==> src/rtl/alu_pkg.sv <==
// Shared definitions for the sequential ALU: operation encodings, FSM states,
// iterative-unit mode encoding and a helper that classifies multi-cycle ops.
package alu_pkg;

  localparam logic [3:0] OP_ADD   = 4'b0000;
  localparam logic [3:0] OP_SUB   = 4'b0001;
  localparam logic [3:0] OP_AND   = 4'b0010;
  localparam logic [3:0] OP_OR    = 4'b0011;
  localparam logic [3:0] OP_SLT   = 4'b0101;
  localparam logic [3:0] OP_MUL   = 4'b1000;
  localparam logic [3:0] OP_MULHU = 4'b1001;
  localparam logic [3:0] OP_DIVU  = 4'b1010;
  localparam logic [3:0] OP_REMU  = 4'b1011;

  // Iterative unit mode: shift-add multiply or restoring divide.
  localparam logic MODE_MUL = 1'b0;
  localparam logic MODE_DIV = 1'b1;

  typedef enum logic [1:0] {
    IDLE = 2'd0,
    CALC = 2'd1,
    DONE = 2'd2
  } state_t;

  // MUL/MULHU/DIVU/REMU all live in the 10xx code block.
  function automatic logic is_iter(input logic [3:0] op);
    return (op[3:2] == 2'b10);
  endfunction

endpackage

==> src/rtl/muldiv_iter.sv <==
// Iterative unsigned multiply / divide, one step per clock.
//   start    : load load_val into the low half and perform the first step
//   mode     : MODE_MUL (shift-add) or MODE_DIV (restoring subtract)
//   operand  : multiplicand (MUL) or divisor (DIV), held stable by the caller
//   acc      : {high, low}; MUL -> product, DIV -> {remainder, quotient}
//   done     : registered; high once WIDTH steps have completed
module muldiv_iter
  import alu_pkg::*;
#(
  parameter int unsigned WIDTH = 32,
  parameter int unsigned CNT_W = $clog2(WIDTH) + 1
) (
  input  logic                 clk,
  input  logic                 rst,
  input  logic                 start,
  input  logic                 mode,
  input  logic [WIDTH-1:0]     load_val,
  input  logic [WIDTH-1:0]     operand,
  output logic [2*WIDTH-1:0]   acc,
  output logic                 done
);

  localparam logic [CNT_W-1:0] CNT_MAX = CNT_W'(WIDTH);

  logic [CNT_W-1:0]   cnt;
  logic               busy;
  logic [2*WIDTH-1:0] base;
  logic [2*WIDTH-1:0] nxt;
  logic [WIDTH:0]     mul_sum;
  logic [WIDTH:0]     rem_sh;
  logic [WIDTH:0]     trial;

  // One iteration; the start cycle steps from the freshly loaded value.
  always_comb begin
    base    = start ? {{WIDTH{1'b0}}, load_val} : acc;
    nxt     = base;
    mul_sum = {1'b0, base[2*WIDTH-1:WIDTH]} + (base[0] ? {1'b0, operand} : '0);
    rem_sh  = base[2*WIDTH-1:WIDTH-1];
    trial   = rem_sh - {1'b0, operand};
    if (mode == MODE_DIV) begin
      // A borrow out of the trial subtraction means the divisor did not fit.
      if (!trial[WIDTH]) nxt = {trial[WIDTH-1:0], base[WIDTH-2:0], 1'b1};
      else               nxt = {base[2*WIDTH-2:0], 1'b0};
    end else begin
      nxt = {mul_sum, base[WIDTH-1:1]};
    end
  end

  // Accumulator and iteration counter.
  always_ff @(posedge clk) begin
    if (rst) begin
      acc  <= '0;
      cnt  <= '0;
      busy <= 1'b0;
      done <= 1'b0;
    end else if (start) begin
      acc  <= nxt;
      cnt  <= CNT_W'(1);
      busy <= 1'b1;
      done <= (CNT_W'(1) == CNT_MAX);
    end else if (busy && (cnt != CNT_MAX)) begin
      acc  <= nxt;
      cnt  <= cnt + CNT_W'(1);
      done <= ((cnt + CNT_W'(1)) == CNT_MAX);
    end
  end

endmodule

==> src/rtl/seq_alu.sv <==
// Sequential ALU with valid/ready handshakes. Single-cycle ops (ADD, SUB, AND,
// OR, SLT, undefined codes) complete one cycle after acceptance; MUL, MULHU,
// DIVU and REMU run through muldiv_iter and complete WIDTH+1 cycles after.
//   clk, rst                 : clock, synchronous active-high reset
//   in_valid / in_ready      : request handshake for A, B, aluControl
//   out_valid / out_ready    : result handshake for result, Z, V, N, C
module seq_alu
  import alu_pkg::*;
#(
  parameter int unsigned WIDTH = 32,
  parameter int unsigned CNT_W = $clog2(WIDTH) + 1
) (
  input  logic             clk,
  input  logic             rst,
  input  logic             in_valid,
  output logic             in_ready,
  input  logic [WIDTH-1:0] A,
  input  logic [WIDTH-1:0] B,
  input  logic [3:0]       aluControl,
  output logic             out_valid,
  input  logic             out_ready,
  output logic [WIDTH-1:0] result,
  output logic             Z,
  output logic             V,
  output logic             N,
  output logic             C
);

  state_t             state, state_n;
  logic [WIDTH-1:0]   a_q, b_q;
  logic [3:0]         op_q;
  logic               accept_c, start_c;

  logic [WIDTH-1:0]   bx_c;
  logic [WIDTH:0]     sum_c;
  logic [WIDTH-1:0]   alu_res_c;
  logic               alu_c_c, alu_v_c;

  logic               md_mode;
  logic [WIDTH-1:0]   md_opnd, md_load;
  logic [2*WIDTH-1:0] md_acc;
  logic               md_done;
  logic [WIDTH-1:0]   md_res_c;

  // Single-cycle datapath, evaluated on the live request inputs.
  always_comb begin
    alu_res_c = '0;
    alu_c_c   = 1'b0;
    alu_v_c   = 1'b0;
    bx_c      = aluControl[0] ? ~B : B;
    sum_c     = {1'b0, A} + {1'b0, bx_c} + (WIDTH+1)'(aluControl[0]);
    case (aluControl)
      OP_ADD, OP_SUB: begin
        alu_res_c = sum_c[WIDTH-1:0];
        alu_c_c   = sum_c[WIDTH];
        alu_v_c   = (sum_c[WIDTH-1] != A[WIDTH-1]) && (A[WIDTH-1] == bx_c[WIDTH-1]);
      end
      OP_AND:  alu_res_c = A & B;
      OP_OR:   alu_res_c = A | B;
      OP_SLT:  alu_res_c = {{(WIDTH-1){1'b0}}, sum_c[WIDTH-1]};
      default: alu_res_c = '0;
    endcase
  end

  // Next-state and handshake decode.
  always_comb begin
    state_n  = state;
    accept_c = 1'b0;
    start_c  = 1'b0;
    case (state)
      IDLE: begin
        if (in_valid) begin
          accept_c = 1'b1;
          if (is_iter(aluControl)) begin
            start_c = 1'b1;
            state_n = CALC;
          end else begin
            state_n = DONE;
          end
        end
      end
      CALC:    if (md_done) state_n = DONE;
      DONE:    if (out_ready) state_n = IDLE;
      default: state_n = IDLE;
    endcase
  end

  // State register; handshake outputs follow the state being entered.
  always_ff @(posedge clk) begin
    if (rst) begin
      state     <= IDLE;
      in_ready  <= 1'b1;
      out_valid <= 1'b0;
    end else begin
      state     <= state_n;
      in_ready  <= (state_n == IDLE);
      out_valid <= (state_n == DONE);
    end
  end

  // On the start cycle the operands are not yet captured, so feed the live inputs.
  assign md_mode  = start_c ? aluControl[1] : op_q[1];
  assign md_opnd  = start_c ? ((aluControl[1] == MODE_DIV) ? B : A)
                            : ((op_q[1] == MODE_DIV) ? b_q : a_q);
  assign md_load  = (aluControl[1] == MODE_DIV) ? A : B;
  // Low/high half select is the same bit for MUL/MULHU and DIVU/REMU.
  assign md_res_c = op_q[0] ? md_acc[2*WIDTH-1:WIDTH] : md_acc[WIDTH-1:0];

  muldiv_iter #(
    .WIDTH (WIDTH),
    .CNT_W (CNT_W)
  ) u_muldiv (
    .clk      (clk),
    .rst      (rst),
    .start    (start_c),
    .mode     (md_mode),
    .load_val (md_load),
    .operand  (md_opnd),
    .acc      (md_acc),
    .done     (md_done)
  );

  // Operand capture and result/flag registers; held steady outside updates.
  always_ff @(posedge clk) begin
    if (rst) begin
      a_q    <= '0;
      b_q    <= '0;
      op_q   <= '0;
      result <= '0;
      Z      <= 1'b0;
      V      <= 1'b0;
      N      <= 1'b0;
      C      <= 1'b0;
    end else begin
      if (accept_c) begin
        a_q  <= A;
        b_q  <= B;
        op_q <= aluControl;
      end
      if (accept_c && !start_c) begin
        result <= alu_res_c;
        Z      <= (alu_res_c == '0);
        N      <= alu_res_c[WIDTH-1];
        C      <= alu_c_c;
        V      <= alu_v_c;
      end else if ((state == CALC) && md_done) begin
        result <= md_res_c;
        Z      <= (md_res_c == '0);
        N      <= md_res_c[WIDTH-1];
        C      <= 1'b0;
        V      <= 1'b0;
      end
    end
  end

endmodule

==> config.mk <==
export PLATFORM = sky130hd
export DESIGN_NAME = seq_alu
export DESIGN_NICKNAME = d
export VERILOG_FILES = /design/src/rtl/alu_pkg.sv /design/src/rtl/muldiv_iter.sv /design/src/rtl/seq_alu.sv
export SDC_FILE = /design/constraint.sdc
export NUM_CORES = 1
export LEC_CHECK = 0
export CORE_ASPECT_RATIO = 0.7
export CORE_UTILIZATION = 45
export CTS_CLUSTER_DIAMETER = 40
export DETAILED_ROUTE_END_ITERATION = 8
export PLACE_DENSITY = 0.75
export SYNTH_ARGS = -nofsm -noshare
export SYNTH_HDL_FRONTEND = slang
export SYNTH_SLANG_ARGS = --single-unit
==> constraint.sdc <==
create_clock -name clk -period 6.7 [get_ports clk]
set_clock_uncertainty 0.15 [all_clocks]
set_input_delay 1.34 -clock clk [delete_from_list [all_inputs] [get_ports clk]]
set_output_delay 1.34 -clock clk [all_outputs]
set_load 0.02 [all_outputs]
==> results_dict.tcl <==
set metrics [dict create \
    postSynthAreaPerCell_um2 7.23 \
    first_iter_violations 2062 \
    clock_latency_ns 0.46 \
    worstPathRequired_ns 6.90 \
    start_util_pct 45.8 \
    yosysTopAreaCell "dfxtp_1" \
    cts.sinks 177 \
    ys_warn_count 0 \
    r2r_slack_ns 1.47 \
    fp-row-count 57 \
    vdd.ir_drop.worst_mv 0.172 \
    io_buffer_count 109 \
    synth-edff-count 0 \
    via_count 17000 \
    max_freq_mhz 158 \
    combPwrFrac_pct 40.7 \
    rsz0062_at_grt "no" \
    pwr-share-clk_pct 27.8 \
    worstPathArrival_ns 6.54 \
    switchingPower_w 0.00150 \
    dieArea_um2 36200 \
    worstMarginPinSlew_ns 1.07 \
    ant_nets 0 \
    root_buffer "clkbuf_16" \
    ctsHoldBuffers 0 \
    cts_tree "done" \
    p_leak_nw 7.29 \
    synth_area_leaders "dfxtp_1 (22%), ha_1 (8.3%), a21oi_1 (6.8%)" \
    synth_ff_type "dfxtp_1" \
    die_h_um 159 \
    crit_path_max_fanout 32 \
    grt.total_usage_pct 31.0 \
    drc 0 \
    netSwitchingFraction_pct 39.8 \
    cts.clk_slew.worst_paths_ns 0.07 \
    async_flop_share_pct 0 \
    max-clock-path-buffers 2 \
    syn_inst 2203 \
    grt_max_degree 88 \
    power.density_nw_per_um2 209 \
    final_layout_size_suffix_gt1_share_pct 6.37 \
    outcome "finished clean" \
    seqPwrFrac_pct 31.5 \
    p_int_w 0.00227 \
    hold_path_class "reg2reg" \
    final-hold-violation-count 0 \
    syn_nets 2383 \
    wl_um 56600 \
    whs_ns 0.305 \
    n_antenna_cell 0 \
    critPathCaptureType "flop" \
    die_w_um 227 \
    grt_overflow_total 0 \
    pin_count 110 \
    setup_viol 0 \
    cts_made_buffers 17 \
    cap_violations 0 \
    grt_pass1_wl_um 88200 \
    synth-seq-cells 177 \
    yosysSeqAreaShare_pct 22.3 \
    cts.htree.levels 4 \
    layout_min_cycle_time_ns 6.34 \
    syn_to_final_growth_pct 13.2 \
    antenna_found_initial 0 \
    finalMaxSlewViolations 0 \
    cts_resized 0 \
    yosysUniqueCellTypes 83 \
    core_region_area_um2 34700 \
    finalCritPeriodShare_pct 94.6 \
    post_cts_buffers 0 \
    final_nets 2414 \
    place_hpwl_um 42500 \
    startpoint_type "input pin" \
    first_pass_iters 5 \
    grt_pass1_vias 15800 \
    yosysTopAreaCellShare_pct 22.3 \
    place_congestion 0.973 \
    setup_tns_ns 0 \
    relSlewSlack_pct 28.6 \
    viasPerCell 6.25 \
    wl_per_cell_um 20.8 \
    syn-cell-area_um2 15900 \
    crit_type "in2reg" \
]
per-stage QoR:
stage	setup WS, ns	total power [W]	cell area [µm²]	std cells	utilization [%]
2_1_floorplan	0.991	0.00224	15900	2203	-
3_3_place_gp	0.180	0.00266	17400	2687	50.2
3_5_place_dp	0.0726	0.00269	17400	2687	50.2
4_1_cts	0.558	0.00373	18000	2718	51.9
5_1_grt	0.0623	0.00395	18000	2718	51.9
6_report	0.360	0.00377	18000	2718	51.9
flip-flops by register name, indices dropped and copies added, names as in the netlist:
name	cells
u_muldiv.busy	1
op_q	2
out_valid	1
in_ready	1
u_muldiv.acc	64
u_muldiv.cnt	6
u_muldiv.done	1
V	1
C	1
b_q	32
result	32
a_q	32
state	2
Z	1
cells in the final DEF, fill, tap and decap left out, types with 10 or more instances in the layout:
master and n:
nand2_1 270, a211oi_1 36, o21ai_1 10, xor2_1 63
clkdlybuf4s50_1 106, o21ai_0 122, nor2_1 286, and2_1 42
nand4_1 27, o21bai_1 10, nand3_1 33, a21o_1 43
or3_1 12, a31oi_1 17, a221oi_1 16, a21oi_1 216
mux2i_1 105, o21a_1 14, buf_4 44, nor4_1 10
o211ai_1 26, and3_1 26, clkbuf_16 17, dfxtp_1 175
nor2b_1 12, ha_1 105, mux2_2 32, inv_1 36
nand2b_1 20, xnor2_1 44, maj3_1 27, nor3_1 96
cell families after synthesis:
kind of cell             count (synthesis)  share of synthesized area [%]
AND/OR/NAND/NOR                        867                           24.5
multiplexers                           137                           8.86
XOR/XNOR                               107                           5.89
flip-flops                             177                           22.3
buffers and inverters                  177                           4.29
AO/OA/AOI/OAI                          603                           23.9
adder cells (fa/ha/maj)                135                           10.3
critical path: stages:
cell	delay [ns]
clkdlybuf4s50_1	0.68
nor3b_4	0.32
nand2_4	0.26
a21oi_2	0.50
buf_4	0.21
buf_4	0.28
nor2_1	0.09
ha_1	0.26
nor4_1	0.29
nand2_1	0.08
o21ai_0	0.40
nand3_1	0.34
a221oi_1	0.71
o21bai_1	0.15
xor2_1	0.17
a221o_1	0.31
o2bb2ai_1	0.13
layer usage:
layer / share of wire, % / track usage (%)
met1: 44 / 44.5
met2: 42 / 45.1
met3: 10 / 5.98
met4: 3.8 / 12.4
met5: 0 / 0
path summary, 6_finish.rpt:
check                endpoint  cells past startpoint  startpoint
min reg2reg           a_q[31]                      2     a_q[31]
max reg2reg  u_muldiv.acc[57]                     17    state[1]
max          u_muldiv.acc[57]                     17    in_valid
min                   a_q[31]                      2     a_q[31]
cells in the mapped netlist, drive strengths merged, types with 16 or more instances:
| cell | instances |
|---|---|
| xnor2 | 44 |
| a211oi | 36 |
| nor2 | 288 |
| nor3 | 97 |
| dfxtp | 177 |
| a31oi | 18 |
| mux2 | 32 |
| a21oi | 218 |
| xor2 | 63 |
| nand4 | 27 |
| a221oi | 18 |
| nand2 | 273 |
| and2 | 44 |
| a21o | 43 |
| and3 | 26 |
| inv | 36 |
| mux2i | 105 |
| o211ai | 27 |
| nand3 | 33 |
| maj3 | 27 |
| ha | 105 |
| nand2b | 20 |
| clkbuf | 124 |
| o21ai | 132 |
| buf | 16 |
area by class of cell:
class                   count  area (µm²)
clock inverters            11         130
flip-flops and latches    177        3550
well taps                 472         591
repair buffers            152        1430
multi-input cells        1849       11700
clock buffers              20         457
fillers                  3329       16700
inverters                  37         139
power by group through the flow:
stage	combinational (W)	clock, W	sequential (W)
finish	0.00154	0.00105	0.00119
global route	0.00166	0.00110	0.00119
CTS	0.00149	0.00105	0.00119
detailed placement	0.00148	0	0.00121
global placement	0.00146	0	0.00121
floorplan	0.00105	0	0.00119
Power figures use the tool's default switching activity.
